--- src/rtl/clk_div_bank_if.sv ---
// Divisor write port of clk_div_bank.
//   wr_en  : single-cycle write strobe
//   wr_ch  : target channel index
//   wr_div : new divisor (0 disables the channel)
//   wr_ack : one-cycle pulse, write accepted (valid channel)
//   wr_err : one-cycle pulse, write rejected (channel out of range)
// master drives the write; slave is the divider bank.
interface clk_div_bank_if #(
  parameter int unsigned W = 32
) ();
  logic         wr_en;
  logic [3:0]   wr_ch;
  logic [W-1:0] wr_div;
  logic         wr_ack;
  logic         wr_err;

  modport master (
    output wr_en, wr_ch, wr_div,
    input  wr_ack, wr_err
  );

  modport slave (
    input  wr_en, wr_ch, wr_div,
    output wr_ack, wr_err
  );
endinterface

--- src/rtl/clk_div_bank.sv ---
// Runtime-programmable bank of CH clock dividers.
//   fpga_clk : system clock
//   rst      : asynchronous active-low reset
//   sync     : restarts every channel period, applies pending divisors
//   wr       : divisor write port (clk_div_bank_if slave)
//   o_clk    : divided clock per channel (high ceil(D/2), low floor(D/2))
//   tick     : one-cycle pulse in the last cycle of each period
//   pending  : channel holds a written divisor not yet applied
// All outputs are registered. New divisors take effect at the period
// boundary so no runt pulse is produced.
module clk_div_bank #(
  parameter int unsigned CH       = 4,
  parameter int unsigned W        = 32,
  parameter int unsigned INIT_DIV = 100
) (
  input  logic                 fpga_clk,
  input  logic                 rst,
  input  logic                 sync,
  clk_div_bank_if.slave        wr,
  output logic [CH-1:0]        o_clk,
  output logic [CH-1:0]        tick,
  output logic [CH-1:0]        pending
);

  logic [W-1:0] cnt      [CH];
  logic [W-1:0] div_act  [CH];
  logic [W-1:0] div_pend [CH];
  logic [CH-1:0] pend_vld;

  logic          wr_ok;
  logic [CH-1:0] wr_hit;
  logic [CH-1:0] last;
  logic [CH-1:0] high;

  always_comb begin
    wr_ok  = wr.wr_en && (32'(wr.wr_ch) < CH);
    wr_hit = '0;
    last   = '0;
    high   = '0;
    for (int unsigned i = 0; i < CH; i++) begin
      wr_hit[i] = wr_ok && (wr.wr_ch == 4'(i));
      // last is only meaningful when div_act != 0
      last[i]   = (cnt[i] == div_act[i] - W'(1));
      // ceil(D/2) computed without overflowing at D = 2^W-1
      high[i]   = (cnt[i] < ((div_act[i] >> 1) + W'(div_act[i][0])));
    end
  end

  always_ff @(posedge fpga_clk or negedge rst) begin
    if (!rst) begin
      wr.wr_ack <= 1'b0;
      wr.wr_err <= 1'b0;
      o_clk     <= '0;
      tick      <= '0;
      pend_vld  <= '0;
      for (int unsigned i = 0; i < CH; i++) begin
        cnt[i]      <= '0;
        div_act[i]  <= W'(INIT_DIV);
        div_pend[i] <= '0;
      end
    end else begin
      wr.wr_ack <= wr_ok;
      wr.wr_err <= wr.wr_en && !wr_ok;
      for (int unsigned i = 0; i < CH; i++) begin
        if (sync) begin
          cnt[i]   <= '0;
          o_clk[i] <= 1'b0;
          tick[i]  <= 1'b0;
          // a write on the sync edge goes straight to the active divisor
          if (wr_hit[i]) begin
            div_act[i]  <= wr.wr_div;
            pend_vld[i] <= 1'b0;
          end else if (pend_vld[i]) begin
            div_act[i]  <= div_pend[i];
            pend_vld[i] <= 1'b0;
          end
        end else begin
          if (div_act[i] == '0) begin
            cnt[i]   <= '0;
            o_clk[i] <= 1'b0;
            tick[i]  <= 1'b0;
            if (pend_vld[i]) begin
              div_act[i]  <= div_pend[i];
              pend_vld[i] <= 1'b0;
            end
          end else begin
            o_clk[i] <= high[i];
            tick[i]  <= last[i];
            if (last[i]) begin
              cnt[i] <= '0;
              if (pend_vld[i]) begin
                div_act[i]  <= div_pend[i];
                pend_vld[i] <= 1'b0;
              end
            end else begin
              cnt[i] <= cnt[i] + W'(1);
            end
          end
          // placed last: a write landing on a boundary edge stays pending
          if (wr_hit[i]) begin
            div_pend[i] <= wr.wr_div;
            pend_vld[i] <= 1'b1;
          end
        end
      end
    end
  end

  assign pending = pend_vld;

endmodule

--- src/flat_wrapper.sv ---
// flat-port wrapper written by rule: the top's interface ports become plain ports
module clk_div_bank_flat 
#(
  parameter int unsigned CH       = 4,
  parameter int unsigned W        = 32,
  parameter int unsigned INIT_DIV = 100
)
  (fpga_clk, rst, sync, o_clk, tick, pending, wr_wr_en, wr_wr_ch, wr_wr_div, wr_wr_ack, wr_wr_err);
  clk_div_bank_if #(.W(W)) wr_i ();
  input  logic fpga_clk;
  input  logic rst;
  input  logic sync;
  output logic [CH-1:0] o_clk;
  output logic [CH-1:0] tick;
  output logic [CH-1:0] pending;
  input wire logic [$bits(wr_i.wr_en)-1:0] wr_wr_en;
  input wire logic [$bits(wr_i.wr_ch)-1:0] wr_wr_ch;
  input wire logic [$bits(wr_i.wr_div)-1:0] wr_wr_div;
  output wire logic [$bits(wr_i.wr_ack)-1:0] wr_wr_ack;
  output wire logic [$bits(wr_i.wr_err)-1:0] wr_wr_err;
  assign wr_i.wr_en = wr_wr_en;
  assign wr_i.wr_ch = wr_wr_ch;
  assign wr_i.wr_div = wr_wr_div;
  assign wr_wr_ack = wr_i.wr_ack;
  assign wr_wr_err = wr_i.wr_err;
  clk_div_bank #(.CH(CH), .W(W), .INIT_DIV(INIT_DIV)) u_core (.fpga_clk(fpga_clk), .rst(rst), .sync(sync), .wr(wr_i), .o_clk(o_clk), .tick(tick), .pending(pending));
endmodule
--- config.mk ---
export PLATFORM = sky130hd
export DESIGN_NAME = clk_div_bank_flat
export DESIGN_NICKNAME = d
export VERILOG_FILES = /design/src/rtl/clk_div_bank_if.sv /design/src/rtl/clk_div_bank.sv /design/src/flat_wrapper.sv
export SDC_FILE = /design/constraint.sdc
export NUM_CORES = 1
export LEC_CHECK = 0
export CELL_PAD_IN_SITES_DETAIL_PLACEMENT = 0
export CELL_PAD_IN_SITES_GLOBAL_PLACEMENT = 2
export CORE_ASPECT_RATIO = 1.1
export CORE_MARGIN = 2
export CORE_UTILIZATION = 40
export CTS_CLUSTER_DIAMETER = 60
export DETAILED_ROUTE_END_ITERATION = 8
export GPL_TIMING_DRIVEN = 0
export PLACE_DENSITY = 0.86
export SLEW_MARGIN = 20
export SYNTH_ARGS = -nofsm -noshare
export SYNTH_HDL_FRONTEND = slang
export SYNTH_SLANG_ARGS = --single-unit
--- constraint.sdc ---
create_clock -name fpga_clk -period 6.8 [get_ports fpga_clk]
set_clock_uncertainty 0.05 [all_clocks]
set_input_delay 1.36 -clock fpga_clk [delete_from_list [all_inputs] [get_ports fpga_clk]]
set_output_delay 1.36 -clock fpga_clk [all_outputs]
set_load 0.02 [all_outputs]
== Word level (Yosys, flattened, before mapping) ==
Cells that the tools add are included.

* Add/sub/neg operators: 12
* Order comparisons: 5
* Equality and inequality tests: 7
* Multiplexer cells: 64
* Bitwise gates (word level): 1
* Reduce and logical (&&, ||, !) cells: 24

{| class="wikitable"
|+ Operators by type and width
! kind !! number
|-
| 32-bit two-way mux || 32
|-
| 31-bit by 1-bit adder with 32-bit output || 4
|-
| 32-bit by 1-bit adder with 32-bit output (second input constant) || 4
|-
| 32-bit equality test || 4
|-
| 32-bit zero test || 4
|-
| 32-bit < comparator || 4
|-
| 32-bit by 1-bit subtractor with 32-bit output (second input constant) || 4
|-
| 1-bit two-way mux || 32
|-
| 4-bit nonzero test || 4
|-
| 3-bit nonzero test || 4
|-
| 4-bit by 2-bit equality test with 1-bit output (second input constant) || 2
|-
| 2-bit AND reduction || 4
|-
| 1-bit logical AND || 6
|-
| 4-bit by 1-bit equality test with 1-bit output (second input constant) || 1
|-
| 4-bit zero test || 1
|-
| 4-bit by 3-bit < comparator with 1-bit output (second input constant) || 1
|-
| 1-bit zero test || 1
|-
| 1-bit inverter || 1
|}

* Flip-flop bits (word level): 398
* Output and inout bits: 14

== Longest topological paths before layout ==
* Word-level depth: 6
* Depth in mapped cells: 19

== Worst setup path before layout ==
OpenSTA, ideal clock, no wires.

* Path type: reg2reg
* From: reg u_core.div_act[110] in the netlist's numbering
* To: reg u_core.div_act[102] in the netlist's numbering
* Setup time: 0.089 ns
* Arrival time: 3.628 ns
* Required time: 6.661 ns
* Slack: 3.032 ns
* Stages on the path, launching flop included: 13
* Buffers on the path: 3
* Path through: dfrtp_1 buf_6 or4_4 or3_4 nor4_1 xnor2_1 or4b_1 or4_1 nor4b_2 buf_4 buf_8 nor2_1 a311oi_2

* Word-level cells in the longest chain between the ends: 3
* Elaborated cells between the ends (all ways): 6

{| class="wikitable"
|+ Ends and longest elaborated chain
! what !! line !! RTL
|-
| start, declared || clk_div_bank.sv:26 || <nowiki>logic [W-1:0] div_act [CH];</nowiki>
|-
| start signal, assigned by index || clk_div_bank.sv:58 || <nowiki>div_act[i] <= W'(INIT_DIV);</nowiki>
|-
| start signal, assigned by index || clk_div_bank.sv:71 || <nowiki>div_act[i] <= wr.wr_div;</nowiki>
|-
| start signal, assigned by index || clk_div_bank.sv:74 || <nowiki>div_act[i] <= div_pend[i];</nowiki>
|-
| 32-bit by 1-bit subtractor with 32-bit output or 32-bit zero test (tied branches) || clk_div_bank.sv:43, clk_div_bank.sv:78 ||
|-
| 32-bit equality test or 32-bit two-way mux (tied branches) || clk_div_bank.sv:43, clk_div_bank.sv:78 ||
|-
| 3-bit nonzero test (no source line) or 32-bit two-way mux (tied branches) || n/a ||
|}

Parallel ways exist; a longest one is shown, timed or not.
A chain may end at the register's enable or synchronous reset.

== Final worst setup path ==
* From: reg u_core.div_act[0] in the netlist's numbering
* To: reg u_core.div_act[29] in the netlist's numbering

Same word-level chain as after synthesis.

==> run summary <==
Slew at the pin with the worst max-slew slack: 1.089 ns
Num CTS Buffers: 47
Fillcell total: 6619
WL per Instance: 19.33 um
Gpl congestion: 0.9113
Crit start category: flop
VDD IR max: 0.4083 mV
Clock tree buffer depth: 3
Final-stage net count: 3265
PwrDens: 424.1 nW/um2
Setup repair bufs after CTS: 0
Hold crit path type: reg -> reg
Worst-path clk slew: 0.06 ns
Status: complete, no violations
Sum of buffers and inverters on the critical path: 2
Most frequent cell after synthesis: dfrtp_1
Initial Util: 40.26%
ANT nets after route: 0
R2r setup slk: 2.07 ns
CP most frequent cell: mux2i_1
Final WL: 78.34 mm
Hold_sp: u_core.div_pend[32]
First-pass GRT wire length: 125.9 mm
DRT Pass-1 Iters: 5
Vias in the first global route: 23080
Crit path max-delay cell type: nor4b_1
# setup viols final: 0
Lkg Pwr: 13.05 nW
CTS tree: done
Final hold vios: 0
Max-Cap Viols: 0
Initial antenna violation count: 2
Synth top area cells: dfrtp_1 (35%), ha_1 (6.3%), xnor2_1 (6.3%)
Via Count: 22840
Avg Vias per Cell: 5.636
CP Class: reg -> reg
IO Port Bufs: 53
Sink Count: 398
# IOs: 54
DP Area: 29490 um2
Post-synth top cells: dfrtp_1 (386), nor2_1 (263), xnor2_1 (199), xor2_1 (192), nand2_1 (186)
FMAX: 211.4 MHz
PostCTS Resize Cnt: 0
Post-route DRC: 0
Tot GR Track Use: 22.14%
Syn avg cell area: 9.292 um2
Fraction of registers with async set/reset: 100.0%
Die Area: 71320 um2
CP max stage delay: 0.75 ns
Hold bufs inserted after CTS: 0
Worst-Skew Late Latency: 0.61 ns
Worst-path fanout max: 10
Final instance area: 31200 um2
HPWL after DPL: 59.40 mm
Crit-path cells: inv_1 -> ha_1 -> nor4b_1 -> nand3_1 -> nor4_1 -> mux2i_1 -> mux2i_1 -> o21ai_0 -> nand4_1 -> nand2_1 -> buf_2 -> a2bb2oi_1
Worst-case reg-to-reg path depth: 12
Crit path capture type: flop
DR iter-0 viols: 1347
Slew HR: 27.39%
Syn Std Cell Area: 27680 um2
Arr. time, crit path: 5.15 ns
Worst Path Required: 7.22 ns
Post-synth EDFFs: 0
Largest net degree at the start of global routing: 104
Share of cells above drive strength 1: 11.11%
CP delay by family, top: simple AND/OR/NAND/NOR gates
Seq/Total Area, Yosys: 36.03%
Tcrit/Tclk final: 69.56%
Setup TNS: 0 ns
P&R area growth vs syn: 12.72%
Core area: 68750 um2
Syn Nets: 3159
CTS root buf: clkbuf_16
Yosys top cell area share: 34.90%
Number of synthesis warnings: 0
H-tree depth: 2
Die W: 254.8 um
RSZ-0062 raised after global routing: no
Yosys top cell by area: dfrtp_1
Max Slew Vio Count: 0
Hold Path Cell Cnt: 1
R2r startpoint: u_core.div_act[0]
Row Count: 101
Minimum clock period: 4.730 ns
Top_reg_cell synth: dfrtp_1
Synth cell types: 85
Hold Crit Endpoint: u_core.div_pend[32]
Reg2reg end: u_core.div_act[29]
Post-synthesis sequential element count: 398
Syn Inst Count: 2979
DIE HEIGHT: 279.9 um
Gr ovfl total: 0
-- area by class of cell --
cell class	instances	area (um2)	share of cell area (%)
Tap cell	927	1160	3.717
Antenna cell	2	5.005	0.01604
Multi-Input combinational cell	2301	16550	53.05
Timing Repair Buffer	57	645.6	2.069
Clock buffer	64	1320	4.231
Buffer	210	892.1	2.859
Clock inverter	23	390.4	1.251
Sequential cell	398	9975	31.97
Inverter	70	262.8	0.8421
-- registers in the layout, summed over array words and instances, names as in the netlist --
name              flops
u_core.cnt          128
u_core.div_act      128
u_core.div_pend     128
u_core.o_clk          4
u_core.pending        4
u_core.tick           4
u_core.wr.wr_ack      1
u_core.wr.wr_err      1
-- placed cells by master, fill, tap and decap left out, types with 57 or more instances in the layout --
master	synthesis	final
a2bb2oi_1	65	65
inv_1	70	70
nor3_1	71	71
nand4_1	79	79
nand3_1	121	121
ha_1	140	140
and3_1	87	87
mux2_2	132	132
clkbuf_1	163	172
a21oi_1	57	57
dfrtp_1	386	386
nor2_1	263	263
o22ai_1	131	131
nand2_1	186	186
xnor2_1	199	199
xor2_1	192	192
-- worst register-to-register path, stage by stage, from the launching register on --
cell and delay [ns]:
dfrtp_1 0.48, inv_1 0.11, ha_1 0.20, nor4b_1 0.75, nand3_1 0.30, nor4_1 0.66
mux2i_1 0.27, mux2i_1 0.09, o21ai_0 0.33, nand4_1 0.40, nand2_1 0.53, buf_2 0.33
a2bb2oi_1 0.11
-- worst max path at each step --
stage                                    from             endpoint  cells past startpoint  slack (ns)
final                       u_core.div_act[0]   u_core.div_act[29]                     12        2.07
after global routing        u_core.div_act[5]      u_core.o_clk[3]                     15        1.67
after CTS                   u_core.div_act[0]   u_core.div_act[29]                     12        2.01
after detailed placement    u_core.div_act[0]   u_core.div_act[27]                     12        2.06
after global placement                    rst       u_core.cnt[91]                      1      -13.35
after floorplan           u_core.div_act[110]  u_core.div_act[102]                     12        3.03
-- cells by family after synthesis --
family / synth area share, %
AND/OR/NAND/NOR: 20.90
buffers and inverters: 4.172
multiplexers: 5.949
XOR/XNOR: 12.37
flip-flops: 36.03
AO/OA/AOI/OAI: 14.25
adder cells (fa/ha/maj): 6.328
-- where the power goes --
part | internal (mW) | switching, mW | total [mW]
registers | 2.84 | 0.369 | 3.21
logic | 2.69 | 4.53 | 7.23
clock network | 1.71 | 1.08 | 2.79
-- metal layers --
layer,part of all wire (%),GRT usage [%]
met1,45,28.80
met2,47,36.66
met3,3.0,2.425
met4,4.9,10.56
met5,0,0
-- metrics by stage --
step / setup slack (ns) / power (mW) / utilization, % / hold WS (ns) / cells
global route: 1.668 / 14.18 / 45.39 / 0.4649 / 4052
global placement: -13.35 / 10.23 / 42.72 / 0.4399 / 3959
detailed placement: 2.058 / 10.41 / 42.89 / 0.4445 / 3963
CTS: 2.013 / 13.27 / 45.38 / 0.4575 / 4050
floorplan: 3.032 / 8.528 / - / 0.4303 / 2979
finish: 2.070 / 13.23 / 45.39 / 0.4564 / 4052
No activity file was read; power rests on OpenSTA's default activity.
